===== config.mk =====
export PLATFORM = sky130hd
export DESIGN_NAME = key_conditioner
export DESIGN_NICKNAME = d
export VERILOG_FILES = /design/src/rtl/key_conditioner.sv
export SDC_FILE = /design/constraint.sdc
export NUM_CORES = 1
export LEC_CHECK = 0
export ABC_AREA = 1
export CORE_AREA = 8 8 106 181
export CTS_CLUSTER_SIZE = 40
export DETAILED_ROUTE_END_ITERATION = 7
export DIE_AREA = 0 0 114 189
export GPL_ROUTABILITY_DRIVEN = 0
export HOLD_SLACK_MARGIN = 0.06
export PLACE_DENSITY_LB_ADDON = 0.3
export SLEW_MARGIN = 20
export SYNTH_ARGS = -nofsm -noshare
export SYNTH_HDL_FRONTEND = slang
export SYNTH_SLANG_ARGS = --single-unit

===== constraint.sdc =====
create_clock -name CLOCK_50 -period 6.1 [get_ports CLOCK_50]
set_input_delay 1.83 -clock CLOCK_50 [delete_from_list [all_inputs] [get_ports CLOCK_50]]
set_output_delay 1.83 -clock CLOCK_50 [all_outputs]
set_load 0.02 [all_outputs]

===== src/rtl/key_conditioner.sv =====
// key_conditioner: synchronise, debounce and strobe-encode active-low push-buttons
// Ports:
//    CLOCK_50    in   system clock, rising edge
//    reset       in   asynchronous active-high reset, clears all state
//    KEY_raw     in   raw buttons, active-low, asynchronous to CLOCK_50
//    key_level   out  debounced level, 1 = pressed
//    key_press   out  one-cycle strobe on accepted press
//    key_release out  one-cycle strobe on accepted release
//    key_repeat  out  one-cycle auto-repeat strobe while held (HOLD_CYCLES=0 disables)
module key_conditioner #(
   parameter int N_KEYS        = 4,
   parameter int DEB_CYCLES    = 1000,
   parameter int HOLD_CYCLES   = 0,
   parameter int REPEAT_CYCLES = 250
) (
   input  logic              CLOCK_50,
   input  logic              reset,
   input  logic [N_KEYS-1:0] KEY_raw,
   output logic [N_KEYS-1:0] key_level,
   output logic [N_KEYS-1:0] key_press,
   output logic [N_KEYS-1:0] key_release,
   output logic [N_KEYS-1:0] key_repeat
);
   localparam int DW   = $clog2(DEB_CYCLES + 1);
   localparam int RMAX = HOLD_CYCLES > REPEAT_CYCLES ? HOLD_CYCLES : REPEAT_CYCLES;
   localparam int RW   = $clog2(RMAX + 1);
   localparam logic [1:0] IDLE         = 2'd0;
   localparam logic [1:0] PRESS_WAIT   = 2'd1;
   localparam logic [1:0] PRESSED      = 2'd2;
   localparam logic [1:0] RELEASE_WAIT = 2'd3;
   localparam logic [DW-1:0] DEB_LAST  = DW'(DEB_CYCLES - 1);
   localparam logic [RW-1:0] HOLD_LAST = RW'(HOLD_CYCLES - 1);
   localparam logic [RW-1:0] REP_LAST  = RW'(REPEAT_CYCLES - 1);
   for (genvar i = 0; i < N_KEYS; i++) begin : g_key
      logic [1:0]    r_sync;
      logic [1:0]    r_state;
      logic [DW-1:0] r_deb;
      logic [RW-1:0] r_rep;
      logic          r_first;
      logic          r_level, r_press, r_release, r_repeat;
      logic          w_s;
      logic [RW-1:0] w_rep_last;
      assign w_s        = r_sync[1];
      // r_first selects the initial hold delay until the first repeat has fired
      assign w_rep_last = r_first ? HOLD_LAST : REP_LAST;
      always_ff @(posedge CLOCK_50 or posedge reset) begin
         if (reset) begin
            r_sync    <= '0;
            r_state   <= IDLE;
            r_deb     <= '0;
            r_rep     <= '0;
            r_first   <= 1'b0;
            r_level   <= 1'b0;
            r_press   <= 1'b0;
            r_release <= 1'b0;
            r_repeat  <= 1'b0;
         end else begin
            r_sync    <= {r_sync[0], ~KEY_raw[i]};
            r_press   <= 1'b0;
            r_release <= 1'b0;
            r_repeat  <= 1'b0;
            case (r_state)
               IDLE: if (w_s) begin
                  r_state <= PRESS_WAIT;
                  r_deb   <= '0;
               end
               PRESS_WAIT: if (!w_s) r_state <= IDLE;
               else if (r_deb == DEB_LAST) begin
                  r_state <= PRESSED;
                  r_level <= 1'b1;
                  r_press <= 1'b1;
                  r_rep   <= '0;
                  r_first <= 1'b1;
               end else r_deb <= r_deb + 1'b1;
               PRESSED: if (!w_s) begin
                  r_state <= RELEASE_WAIT;
                  r_deb   <= '0;
               end else if (HOLD_CYCLES != 0) begin
                  // counter reloads at each strobe so it never exceeds its limit
                  if (r_rep == w_rep_last) begin
                     r_repeat <= 1'b1;
                     r_rep    <= '0;
                     r_first  <= 1'b0;
                  end else r_rep <= r_rep + 1'b1;
               end
               default: if (w_s) r_state <= PRESSED;
               else if (r_deb == DEB_LAST) begin
                  r_state   <= IDLE;
                  r_level   <= 1'b0;
                  r_release <= 1'b1;
               end else r_deb <= r_deb + 1'b1;
            endcase
         end
      end
      assign key_level[i]   = r_level;
      assign key_press[i]   = r_press;
      assign key_release[i] = r_release;
      assign key_repeat[i]  = r_repeat;
   end
endmodule


# After elaboration in Yosys (flattened, before gate mapping)
# Index checks and enable logic that the tools add are counted.
# classes
reduce_logical	28
mux	92
n_addsub	4
n_bitwise	8
eq_ne	36
# op_table
op	n
2-to-1 mux 10 bit	20
one-hot mux 10 bit (3 select lines)	4
2-to-1 mux 2 bit	24
AND reduction 4 bit	12
adder 10 x 1 -> 10 bit, second input constant	4
== test 10 bit, second input constant	4
2-to-1 mux 1 bit	36
!= test 2 bit, second input constant	12
one-hot mux 2 bit (3 select lines)	4
nonzero test 4 bit	4
!= test 3 x 1 -> 1 bit, second input constant	4
!= test 3 bit, second input constant	4
OR reduction 3 bit	4
== test 2 x 1 -> 1 bit, second input constant	4
== test 2 bit, second input constant	4
logical NOT 2 bit	4
!= test 2 x 1 -> 1 bit, second input constant	4
inverter 1 bit	8
one-hot mux 1 bit (2 select lines)	4
OR reduction 2 bit	4
# totals
in_bits	6
register_bits	68

# Depth between registers and ports, before layout
# logic_depth
ltp_word	4
ltp_mapped	11

# Worst setup path after synthesis
# Ideal clock, no wire load.
# synth_timing
kind	reg-to-output
startpoint	register g_key[0].r_level
endpoint	output port key_level[0]
path_buffers	1
path_stages_with_launch	2
path_slack_ps	3769
arrival_time_ps	501
path_cell_list	dfrtp_1 > buf_4
# synth_rtl
element	line	source
start: declaration	40	logic r_level, r_press, r_release, r_repeat;
start signal: assignment	53	r_level <= 1'b0;
start signal: assignment	70	r_level <= 1'b1;
start signal: assignment	89	r_level <= 1'b0;
end: declaration	19	output logic [N_KEYS-1:0] key_level,
# No word-level cell between the ends.

# Worst setup path in the final report
# layout_timing
startpoint	register g_key[1].r_level
endpoint	output port key_level[1]
# layout_rtl
element	line
start: declaration	40
start signal: assignment	53
start signal: assignment	70
start signal: assignment	89
# No word-level cell between the ends.

==> metrics.cfg <==
[die]
core_sq_um=16700
die_w_um=114
start_util_pct=24.5
floorplan.rows=63
dieHeight_um=189
ios=22
dieArea_sq_um=21500

[logic_synthesis]
synth_edf_count=0
synth_cells=543
synth_flop_cell=dfrtp_1
synth_warnings=0
synth_area_per_cell_sq_um=7.53
ys_types=32
ys_seq_area_share_pct=41.6
ys_ff_latch=68
netlist_area_sq_um=4090
async_reset_ff_share_pct=100

[sta]
worst-slew-pin-transition_ns=0.868
maxSlewHeadroom_pct=41.9
maxSlewViolCount=0
fin_crit_sh_pct=51.2
setup-violations-final=0
hold_viol=0
rsz0062_at_grt=false
fmaxAchievable_ghz=0.320
min_period_ns=3.12
tns_ns=0
clock-skew-final_ns=0.00803

[clock_tree]
cts_root_buf=clkbuf_16
cts-htree-levels=3
clkSinkCount=68
cts_buffers=9
clkLatencyLatePin_ns=0.33
cts_hold_repair.buffers=0
post_cts_buffers=0
cts_tree=built
cts.clk_slew.worst_paths_ns=0.05
cts_resized=0
cts_buffer_depth=2

[setup_path]
slowest_delay_ns=0.61
start_kind=flip-flop
ff2ff_path_depth=8
cp_max_fo=2
path_buf_inv=1
reg2reg_slack_ns=3.80
worst-endpoint-required_ns=4.27
critPathCaptureType=output pin
path_delay_family=buffers and inverters
timing.rr.start=g_key[0].r_state[0]
reg2reg_to=g_key[0].r_deb[4]
path_class=flip-flop to output pin
crit_slowest_cell=clkdlybuf4s50_1
path_cells=clkdlybuf4s50_1
cp_data_arrival_time_ns=1.29

[route]
avgViaCountPerCell=4.30
wl_per_cell_um=11.0
wirelength_um=8610
drc=0
vias=3361
drt_iter0_markers=173
ant_nets=0
drt_pre_antenna_iters=4

[cells_and_area]
design_area_sq_um=4630
fin_nets=576
num_antenna_cells=0
fillerInstances=1840
drive_gt1_share_pct=7.22
multi_input_area_sq_um=1940
finalNonFillerCells=781
seqCellArea_sq_um=1700
syn2layout_area_growth_pct=13.3

[grt]
grt_pass1_vias=3333
grt_max_degree=43
antenna_found_initial=0
grt_pass1_wl_um=14900
grt.overflow.total=0
grtUsageTotal_pct=8.58

[placed_design]
dp_hpwl_um=6240
dpl.cell_count=766
post_dp_cell_area_sq_um=4360
io_buffer_count=17

[pwr]
power_density_nw_per_um2=348
peakVddDrop_v=0.000130
power.total_mw=1.61
p_switching_mw=0.648
p_seq_share_pct=36.3
power_frac_clock_pct=30.0
netSwitchingFraction_pct=40.2
p_int_mw=0.964
combPwrFrac_pct=33.6
p_leak_nw=2.17

[worst_hold_path]
hold_depth=0
hold_end=g_key[0].r_sync[1]
worstHoldStart=g_key[0].r_sync[0]
hold_class=flip-flop to flip-flop

[run_status]
status=finished clean

[job]
drv_cap=0

## power by group through the flow
stage / Clock [mW] / Sequential (mW) / Combinational [mW]
finish: 0.484 / 0.586 / 0.542
global route: 0.520 / 0.598 / 0.625
CTS: 0.498 / 0.585 / 0.549
detailed placement: 0 / 0.592 / 0.545
global placement: 0 / 0.588 / 0.522
floorplan: 0 / 0.573 / 0.460
## sequential cells by signal, indices dropped and copies added (netlist names), named ones only
name / flops
g_key.r_release: 4
g_key.r_state: 4
g_key.r_level: 4
g_key.r_deb: 40
g_key.r_press: 4
g_key.r_sync: 8
## worst register-to-register path, delay by kind of cell, from the launching register on
family	cells	cell delay, ns
buffers and inverters	2	0.18
adder cells (fa/ha/maj)	1	0.22
AND/OR/NAND/NOR	4	1.31
AO/OA/AOI/OAI	1	0.06
flip-flops	1	0.43
## worst max-delay path by stage
| stage | from | to | slack, ns | cells past startpoint |
|---|---|---|---|---|
| after floorplan | reset | asynchronous set/reset pin | 2.56 | 1 |
| after global placement | reset | g_key[3].r_state[0] | 2.84 | 3 |
| after detailed placement | reset | g_key[3].r_deb[0] | 2.77 | 3 |
| after CTS | g_key[3].r_level | key_level[3] | 2.96 | 1 |
| after global routing | g_key[1].r_level | key_level[1] | 2.94 | 1 |
| final | g_key[1].r_level | key_level[1] | 2.98 | 1 |
## placed cells by master (no fill, tap or decap), types with 2 or more instances in the layout
cell type / count
or2_2: 2
dfrtp_1: 68
o21ai_2: 7
nor3_2: 2
xor2_1: 4
clkinv_2: 2
conb_1: 4
a21oi_1: 2
nand4_1: 16
nor2_1: 52
nand3b_1: 3
o21ai_1: 12
ha_1: 20
clkbuf_1: 2
nand3_1: 48
clkbuf_16: 9
inv_1: 63
xnor2_1: 3
inv_2: 3
clkdlybuf4s50_1: 17
nand2_2: 4
a21o_1: 2
nor2_2: 4
nor3_1: 8
nand2_1: 158
o21ai_0: 30
buf_4: 2
clkbuf_8: 2
## stage by stage
step	setup slack, ns	hold slack, ns	util [%]
floorplan	2.56	0.331	-
global placement	2.84	0.334	26.1
finish	2.98	0.343	27.7
global route	2.94	0.358	27.7
CTS	2.96	0.343	27.7
detailed placement	2.77	0.336	26.1
## synth_stat cells, drive strengths merged, types with 3 or more instances
library cell	instances	area share (%)
buf	24	4.9
dfrtp	68	42
ha	20	6.1
inv	66	6.1
nand2	163	15
nand3	48	5.9
nand3b	3	0.55
nand4	17	2.8
nor2	56	5.4
nor3	10	1.5
o21ai	49	6.6
xnor2	3	0.64
xor2	4	0.86
## logic make-up (layout without fill, tap and decap cells)
kind of cell,Yosys count,in the layout,share of synthesized area [%]
compound gates,55,55,7.65
other cells,1,4,0.0917
fa+ha+maj,20,20,6.12
xor+xnor,7,7,1.50
buf+inv,92,100,11.1
flops,68,68,41.6
simple gates,300,300,31.9
## final cells by class
class	instances	share of cell area, %
Tap cell	227	6.13
Clock inverter	2	0.216
Inverter	66	5.35
Multi-Input combinational cell	386	42.0
Clock buffer	13	5.62
Timing Repair Buffer	19	4.00
Sequential cell	68	36.7
## metal layers
| layer | vias up | global-route usage, % | routed length, um |
|---|---|---|---|
| li1 | 1721 | - | - |
| met1 | 1566 | 8.49 | 3420 |
| met2 | 57 | 15.8 | 4710 |
| met3 | 17 | 1.63 | 233 |
| met4 | 0 | 5.51 | 244 |
| met5 | - | 0 | 0 |
No activity file was read; power rests on OpenSTA's default activity.
